--- src/rtl/dotled_axil_slave_regs.sv ---
`default_nettype none
`timescale 1ns/1ps
// ============================================================================
// Module   : dotled_axil_slave_regs
// Brief    : AXI4-Lite responder holding four 32-bit control registers for
//            the true-color dot-LED core. Independent write and read paths
//            with full valid/ready back-pressure; exports register contents
//            and a one-cycle write pulse per register.
// Revision : 1.0 - initial release
// ============================================================================
module dotled_axil_slave_regs #(
    parameter int                 DATA_W    = 32,
    parameter int                 ADDR_W    = 4,
    parameter logic [DATA_W-1:0]  RESET_VAL = 32'h0000_0000
) (
    input  logic                  ACLK,
    input  logic                  ARESET,

    input  logic [ADDR_W-1:0]     S_AXI_AWADDR,
    input  logic [2:0]            S_AXI_AWPROT,
    input  logic                  S_AXI_AWVALID,
    output logic                  S_AXI_AWREADY,

    input  logic [DATA_W-1:0]     S_AXI_WDATA,
    input  logic [DATA_W/8-1:0]   S_AXI_WSTRB,
    input  logic                  S_AXI_WVALID,
    output logic                  S_AXI_WREADY,

    output logic [1:0]            S_AXI_BRESP,
    output logic                  S_AXI_BVALID,
    input  logic                  S_AXI_BREADY,

    input  logic [ADDR_W-1:0]     S_AXI_ARADDR,
    input  logic [2:0]            S_AXI_ARPROT,
    input  logic                  S_AXI_ARVALID,
    output logic                  S_AXI_ARREADY,

    output logic [DATA_W-1:0]     S_AXI_RDATA,
    output logic [1:0]            S_AXI_RRESP,
    output logic                  S_AXI_RVALID,
    input  logic                  S_AXI_RREADY,

    output logic [4*DATA_W-1:0]   regs_out,
    output logic [3:0]            wr_pulse
);

    localparam int         c_NREGS  = 4;
    localparam int         c_NBYTES = DATA_W / 8;
    localparam logic [1:0] c_OKAY   = 2'b00;

    // Register file and write-path holding state
    logic [DATA_W-1:0]   r_regs [c_NREGS];
    logic                r_aw_held;
    logic [1:0]          r_aw_addr;
    logic                r_w_held;
    logic [DATA_W-1:0]   r_wdata;
    logic [c_NBYTES-1:0] r_wstrb;
    logic                r_bvalid;
    logic [3:0]          r_wr_pulse;

    // Read-path state
    logic                r_rvalid;
    logic [DATA_W-1:0]   r_rdata;

    logic                w_awready;
    logic                w_wready;
    logic                w_arready;
    logic                w_aw_hs;
    logic                w_w_hs;
    logic                w_ar_hs;
    logic                w_commit;
    logic [1:0]          w_widx;
    logic [DATA_W-1:0]   w_wdata;
    logic [c_NBYTES-1:0] w_wstrb;
    logic                w_unused;

    // Readies are forced low while reset is asserted so nothing is accepted
    // into state that is being cleared on the same edge.
    assign w_awready = !ARESET && !r_aw_held && !r_bvalid;
    assign w_wready  = !ARESET && !r_w_held  && !r_bvalid;
    assign w_arready = !ARESET && !r_rvalid;

    assign w_aw_hs   = S_AXI_AWVALID && w_awready;
    assign w_w_hs    = S_AXI_WVALID  && w_wready;
    assign w_ar_hs   = S_AXI_ARVALID && w_arready;

    // A write commits as soon as both halves are present, whether each was
    // latched earlier or is handshaking on this edge.
    assign w_commit  = (r_aw_held || w_aw_hs) && (r_w_held || w_w_hs);
    assign w_widx    = r_aw_held ? r_aw_addr : S_AXI_AWADDR[3:2];
    assign w_wdata   = r_w_held  ? r_wdata   : S_AXI_WDATA;
    assign w_wstrb   = r_w_held  ? r_wstrb   : S_AXI_WSTRB;

    // Protection bits and the byte/upper address bits carry no meaning here.
    assign w_unused  = ^{S_AXI_AWPROT, S_AXI_ARPROT, S_AXI_AWADDR, S_AXI_ARADDR};

    // Latch write address/data independently and track the write response
    always_ff @(posedge ACLK) begin
        if (ARESET) begin
            r_aw_held  <= 1'b0;
            r_aw_addr  <= 2'd0;
            r_w_held   <= 1'b0;
            r_wdata    <= '0;
            r_wstrb    <= '0;
            r_bvalid   <= 1'b0;
        end else begin
            if (w_aw_hs) begin
                r_aw_addr <= S_AXI_AWADDR[3:2];
            end
            if (w_w_hs) begin
                r_wdata <= S_AXI_WDATA;
                r_wstrb <= S_AXI_WSTRB;
            end
            if (w_commit) begin
                r_aw_held <= 1'b0;
                r_w_held  <= 1'b0;
                r_bvalid  <= 1'b1;
            end else begin
                if (w_aw_hs) begin
                    r_aw_held <= 1'b1;
                end
                if (w_w_hs) begin
                    r_w_held <= 1'b1;
                end
                if (r_bvalid && S_AXI_BREADY) begin
                    r_bvalid <= 1'b0;
                end
            end
        end
    end

    // Byte-masked register update on the commit edge
    always_ff @(posedge ACLK) begin
        if (ARESET) begin
            for (int k = 0; k < c_NREGS; k++) begin
                r_regs[k] <= RESET_VAL;
            end
        end else if (w_commit) begin
            for (int b = 0; b < c_NBYTES; b++) begin
                if (w_wstrb[b]) begin
                    r_regs[w_widx][8*b +: 8] <= w_wdata[8*b +: 8];
                end
            end
        end
    end

    // One-cycle pulse on the register just written, aligned with BVALID rising
    always_ff @(posedge ACLK) begin
        if (ARESET) begin
            r_wr_pulse <= 4'd0;
        end else begin
            r_wr_pulse <= 4'd0;
            if (w_commit) begin
                r_wr_pulse[w_widx] <= 1'b1;
            end
        end
    end

    // Read channel: capture the pre-write register value on the AR handshake
    always_ff @(posedge ACLK) begin
        if (ARESET) begin
            r_rvalid <= 1'b0;
            r_rdata  <= '0;
        end else if (w_ar_hs) begin
            r_rdata  <= r_regs[S_AXI_ARADDR[3:2]];
            r_rvalid <= 1'b1;
        end else if (r_rvalid && S_AXI_RREADY) begin
            r_rvalid <= 1'b0;
        end
    end

    generate
        for (genvar g = 0; g < c_NREGS; g++) begin : g_regs_out
            assign regs_out[DATA_W*g +: DATA_W] = r_regs[g];
        end
    endgenerate

    assign S_AXI_AWREADY = w_awready;
    assign S_AXI_WREADY  = w_wready;
    assign S_AXI_BRESP   = c_OKAY;
    assign S_AXI_BVALID  = r_bvalid;
    assign S_AXI_ARREADY = w_arready;
    assign S_AXI_RDATA   = r_rdata;
    assign S_AXI_RRESP   = c_OKAY;
    assign S_AXI_RVALID  = r_rvalid;
    assign wr_pulse      = r_wr_pulse;

endmodule
`default_nettype wire

--- config.mk ---
export PLATFORM = sky130hd
export DESIGN_NAME = dotled_axil_slave_regs
export DESIGN_NICKNAME = d
export VERILOG_FILES = /design/src/rtl/dotled_axil_slave_regs.sv
export SDC_FILE = /design/constraint.sdc
export NUM_CORES = 1
export LEC_CHECK = 0
export ABC_AREA = 1
export ABC_CLOCK_PERIOD_IN_PS = 4900
export CAP_MARGIN = 20
export CORE_ASPECT_RATIO = 0.75
export CORE_MARGIN = 1
export CORE_UTILIZATION = 53
export CTS_CLUSTER_DIAMETER = 200
export DETAILED_ROUTE_END_ITERATION = 10
export PLACE_DENSITY = 0.89
export SKIP_CTS_REPAIR_TIMING = 1
export SLEW_MARGIN = 20
export SYNTH_ARGS = -nofsm -noshare
export SYNTH_HDL_FRONTEND = slang
export SYNTH_SLANG_ARGS = --single-unit
--- constraint.sdc ---
create_clock -name ACLK -period 4.9 [get_ports ACLK]
set_clock_uncertainty 0.05 [all_clocks]
set_input_delay 0.98 -clock ACLK [delete_from_list [all_inputs] [get_ports ACLK]]
set_output_delay 0.98 -clock ACLK [all_outputs]
set_load 0.005 [all_outputs]
==> reports/results.tsv <==
stage	metric	value	unit
clocking	Clk Latency, worst-skew pair	490	ps
sta	Setup violations, final	0	
layout	Finished Layout Cells	1384	
power	Peak VDD IR	0.000256	V
clocking	TritonCTS clock tree	yes	
job	Max Cap Viol	0	
logic_synthesis	Synth Register Bits	206	
setup_path	CP Data Arrival Time	2760	ps
drt	number of routed nets with antenna violations	0	
drt	Via-to-Cell Ratio	5.59	
layout	ANT cells	0	
drt	initial DRC count	920	
setup_path	WS Path Type	in -> out	
grt	antenna violations before repair	0	
grt	first-pass GRT wire length	38200	um
setup_path	CP Capture Type	output pin	
floorplan	Row Count	40	
layout	area of the multi-input gates	0.00293	sq mm
placed_design	Final Wtd Congestion	0.935	
clocking	total CTS buffers	20	
clocking	H-tree depth	1	
sta	Max Fclk	0.264	GHz
sta	Tmin final	3790	ps
setup_path	Crit. Startpoint	ARESET	
logic_synthesis	Warnings, synthesis	0	
placed_design	DP Wirelength	18100	um
grt	largest net degree at the start of global routing	65	
floorplan	Core Region	0.0162	sq mm
sta	post-route clock period utilization	77.4	%
placed_design	PortBufs	215	
logic_synthesis	most frequent cells after synthesis	nand2_1 (215), nor2_1 (184), edfxtp_1 (128)	
sta	Worst-Margin Slew	1090	ps
floorplan	Initial Utilization	54.6	%
logic_synthesis	sequential area share after synthesis	61.3	%
placed_design	placed cell count	1349	
setup_path	Max FO, Critical Path	14	
status	outcome	completed	
placed_design	placed cell area	0.0111	sq mm
logic_synthesis	area share of the largest cell type after synthesis	43.6	%
setup_path	data required time at the worst endpoint	3870	ps
logic_synthesis	asr flop ratio synth	0	%
clocking	total clock sinks	206	
floorplan	Die ar.	0.0172	sq mm
layout	share of cells above drive strength 1	5.45	%
floorplan	IO Pins	230	
drt	# DRC	0	
logic_synthesis	Post-Syn Instances	965	
logic_synthesis	Mapped Area	0.00882	sq mm
power	Leak	0.00463	uW
floorplan	Die Height	114	um
layout	Final Net Count	1218	
floorplan	Chip Width	151	um
logic_synthesis	biggest area consumer among synthesized cells	edfxtp_1	
setup_path	critical path's slowest cell	clkdlybuf4s50_1	
grt	grt ovf	0	
layout	Area Overhead vs Synth	32.8	%
clocking	clk slew on worst S/H paths	60	ps
min_path	hold_sp	r_wdata[0]	
drt	vias post-DR	7735	
logic_synthesis	synth unique cells	28	
sta	Slew Viols, Final	0	
logic_synthesis	most frequent cell after synthesis	nand2_1	
layout	register area	0.00541	sq mm
grt	vias in the first global route	6957	
sta	max_slew headroom	27.4	%
logic_synthesis	Synth area leaders	edfxtp_1 (44%), dfxtp_1 (18%), nand2_1 (9.1%)	
setup_path	Worst path max stage delay	720	ps
clocking	Clock Tree Buf Depth	3	
clocking	clock root cell	clkbuf_16	
sta	Fin. Hold Viols	0	
drt	drt pass-1 iters	6	
layout	design area	0.0117	sq mm
logic_synthesis	EDFF count, synth	128	
logic_synthesis	commonest register cell after synthesis	edfxtp_1	
drt	final wirelength	25100	um
logic_synthesis	post-synthesis area per instance	9.14	sq um
sta	Setup TNS	0	ps
setup_path	most frequent CP cell	clkdlybuf4s50_1	
sta	RSZ-0062 raised after global routing	no	
setup_path	CP startpoint kind	input port	
grt	GRT Resource Usage Total	29.3	%
layout	final-layout fill cell count	1139	
drt	WL/cell	18.2	um
power	pwr dens	345	mW/mm^2
min_path	min-delay worst type	reg -> reg	
setup_path	cells along the critical path	clkdlybuf4s50_1, buf_4, nor2_1, clkdlybuf4s50_1	
setup_path	RR Startpoint	r_w_held	
-- placed cells by master (no fill, tap or decap) --
cell type / n
a21boi_0: 1
a21oi_1: 39
buf_2: 1
buf_4: 12
clkbuf_1: 5
clkbuf_16: 22
clkbuf_8: 3
clkdlybuf4s50_1: 214
clkinv_1: 2
clkinv_2: 4
conb_1: 4
dfxtp_1: 77
dfxtp_2: 1
edfxtp_1: 128
inv_1: 62
inv_2: 1
inv_6: 1
mux2i_1: 2
nand2_1: 215
nand2_2: 2
nand3_1: 38
nand3_2: 1
nand3_4: 11
nor2_1: 184
nor2_2: 3
nor2_4: 1
nor3_1: 3
o21ai_0: 101
o21ai_1: 2
o21bai_4: 1
o22ai_1: 32
o31ai_1: 1
-- metrics by stage --
stage / hold slack (ps) / setup slack, ps / utilization (%) / power (uW)
after floorplan: 379 / 2060 / - / 2280
final: 401 / 1110 / 72.5 / 4040
after global placement: 387 / 953 / 68.5 / 2550
after global routing: 412 / 1050 / 72.5 / 4180
after CTS: 403 / 1120 / 72.5 / 4060
after detailed placement: 392 / 843 / 68.5 / 2570
-- final cells by class --
cell class	count	share of cell area, %
Inverter	65	2.08
Multi-Input combinational cell	641	25.0
Sequential cell	206	46.1
Clock inverter	5	0.246
Tap cell	210	2.24
Clock buffer	30	5.21
Timing Repair Buffer	227	19.1
-- per-layer routing --
metal / wire length [um] / vias up / GRT usage (%)
li1: - / 3589 / -
met1: 10300 / 3584 / 43.8
met2: 11300 / 512 / 44.8
met3: 2940 / 50 / 4.44
met4: 522 / 0 / 7.80
met5: 0 / - / 0
-- cell families (layout without fill, tap and decap cells) --
kind of cell	after synthesis	after routing	share of synthesized area (%)
muxes	2	2	0.227
buffers and inverters	121	327	5.67
and+or+nand+nor	458	458	22.1
other	1	4	0.0425
DFF	206	206	61.3
AOI/OAI and AO/OA	177	177	10.7
-- report_power, final --
part	switching [uW]	internal (uW)
Clock	633	864
Sequential	69.2	1940
Combinational	298	236
Total	1000	3040
-- sequential cells by signal, indices dropped and copies added (netlist names) --
name and count:
r_aw_addr 2, r_aw_held 1, r_regs 128, r_wstrb 4
S_AXI_RDATA 32, S_AXI_BVALID 1, wr_pulse 4, r_w_held 1
S_AXI_RVALID 1, r_wdata 32
-- worst max-delay path: cells and delay by family --
kind	cells	cell delay (ps)
buffers and inverters	3	1620
AND/OR/NAND/NOR	1	170
-- worst paths after layout --
check                        to  slack [ps]  cells past startpoint
setup / recovery  S_AXI_ARREADY        1110                      4
hold / removal       r_wdata[0]         400                      2
setup reg to reg   r_regs[2][8]        1680                      6
hold reg to reg      r_wdata[0]         400                      2
No activity file was read; power rests on OpenSTA's default activity.
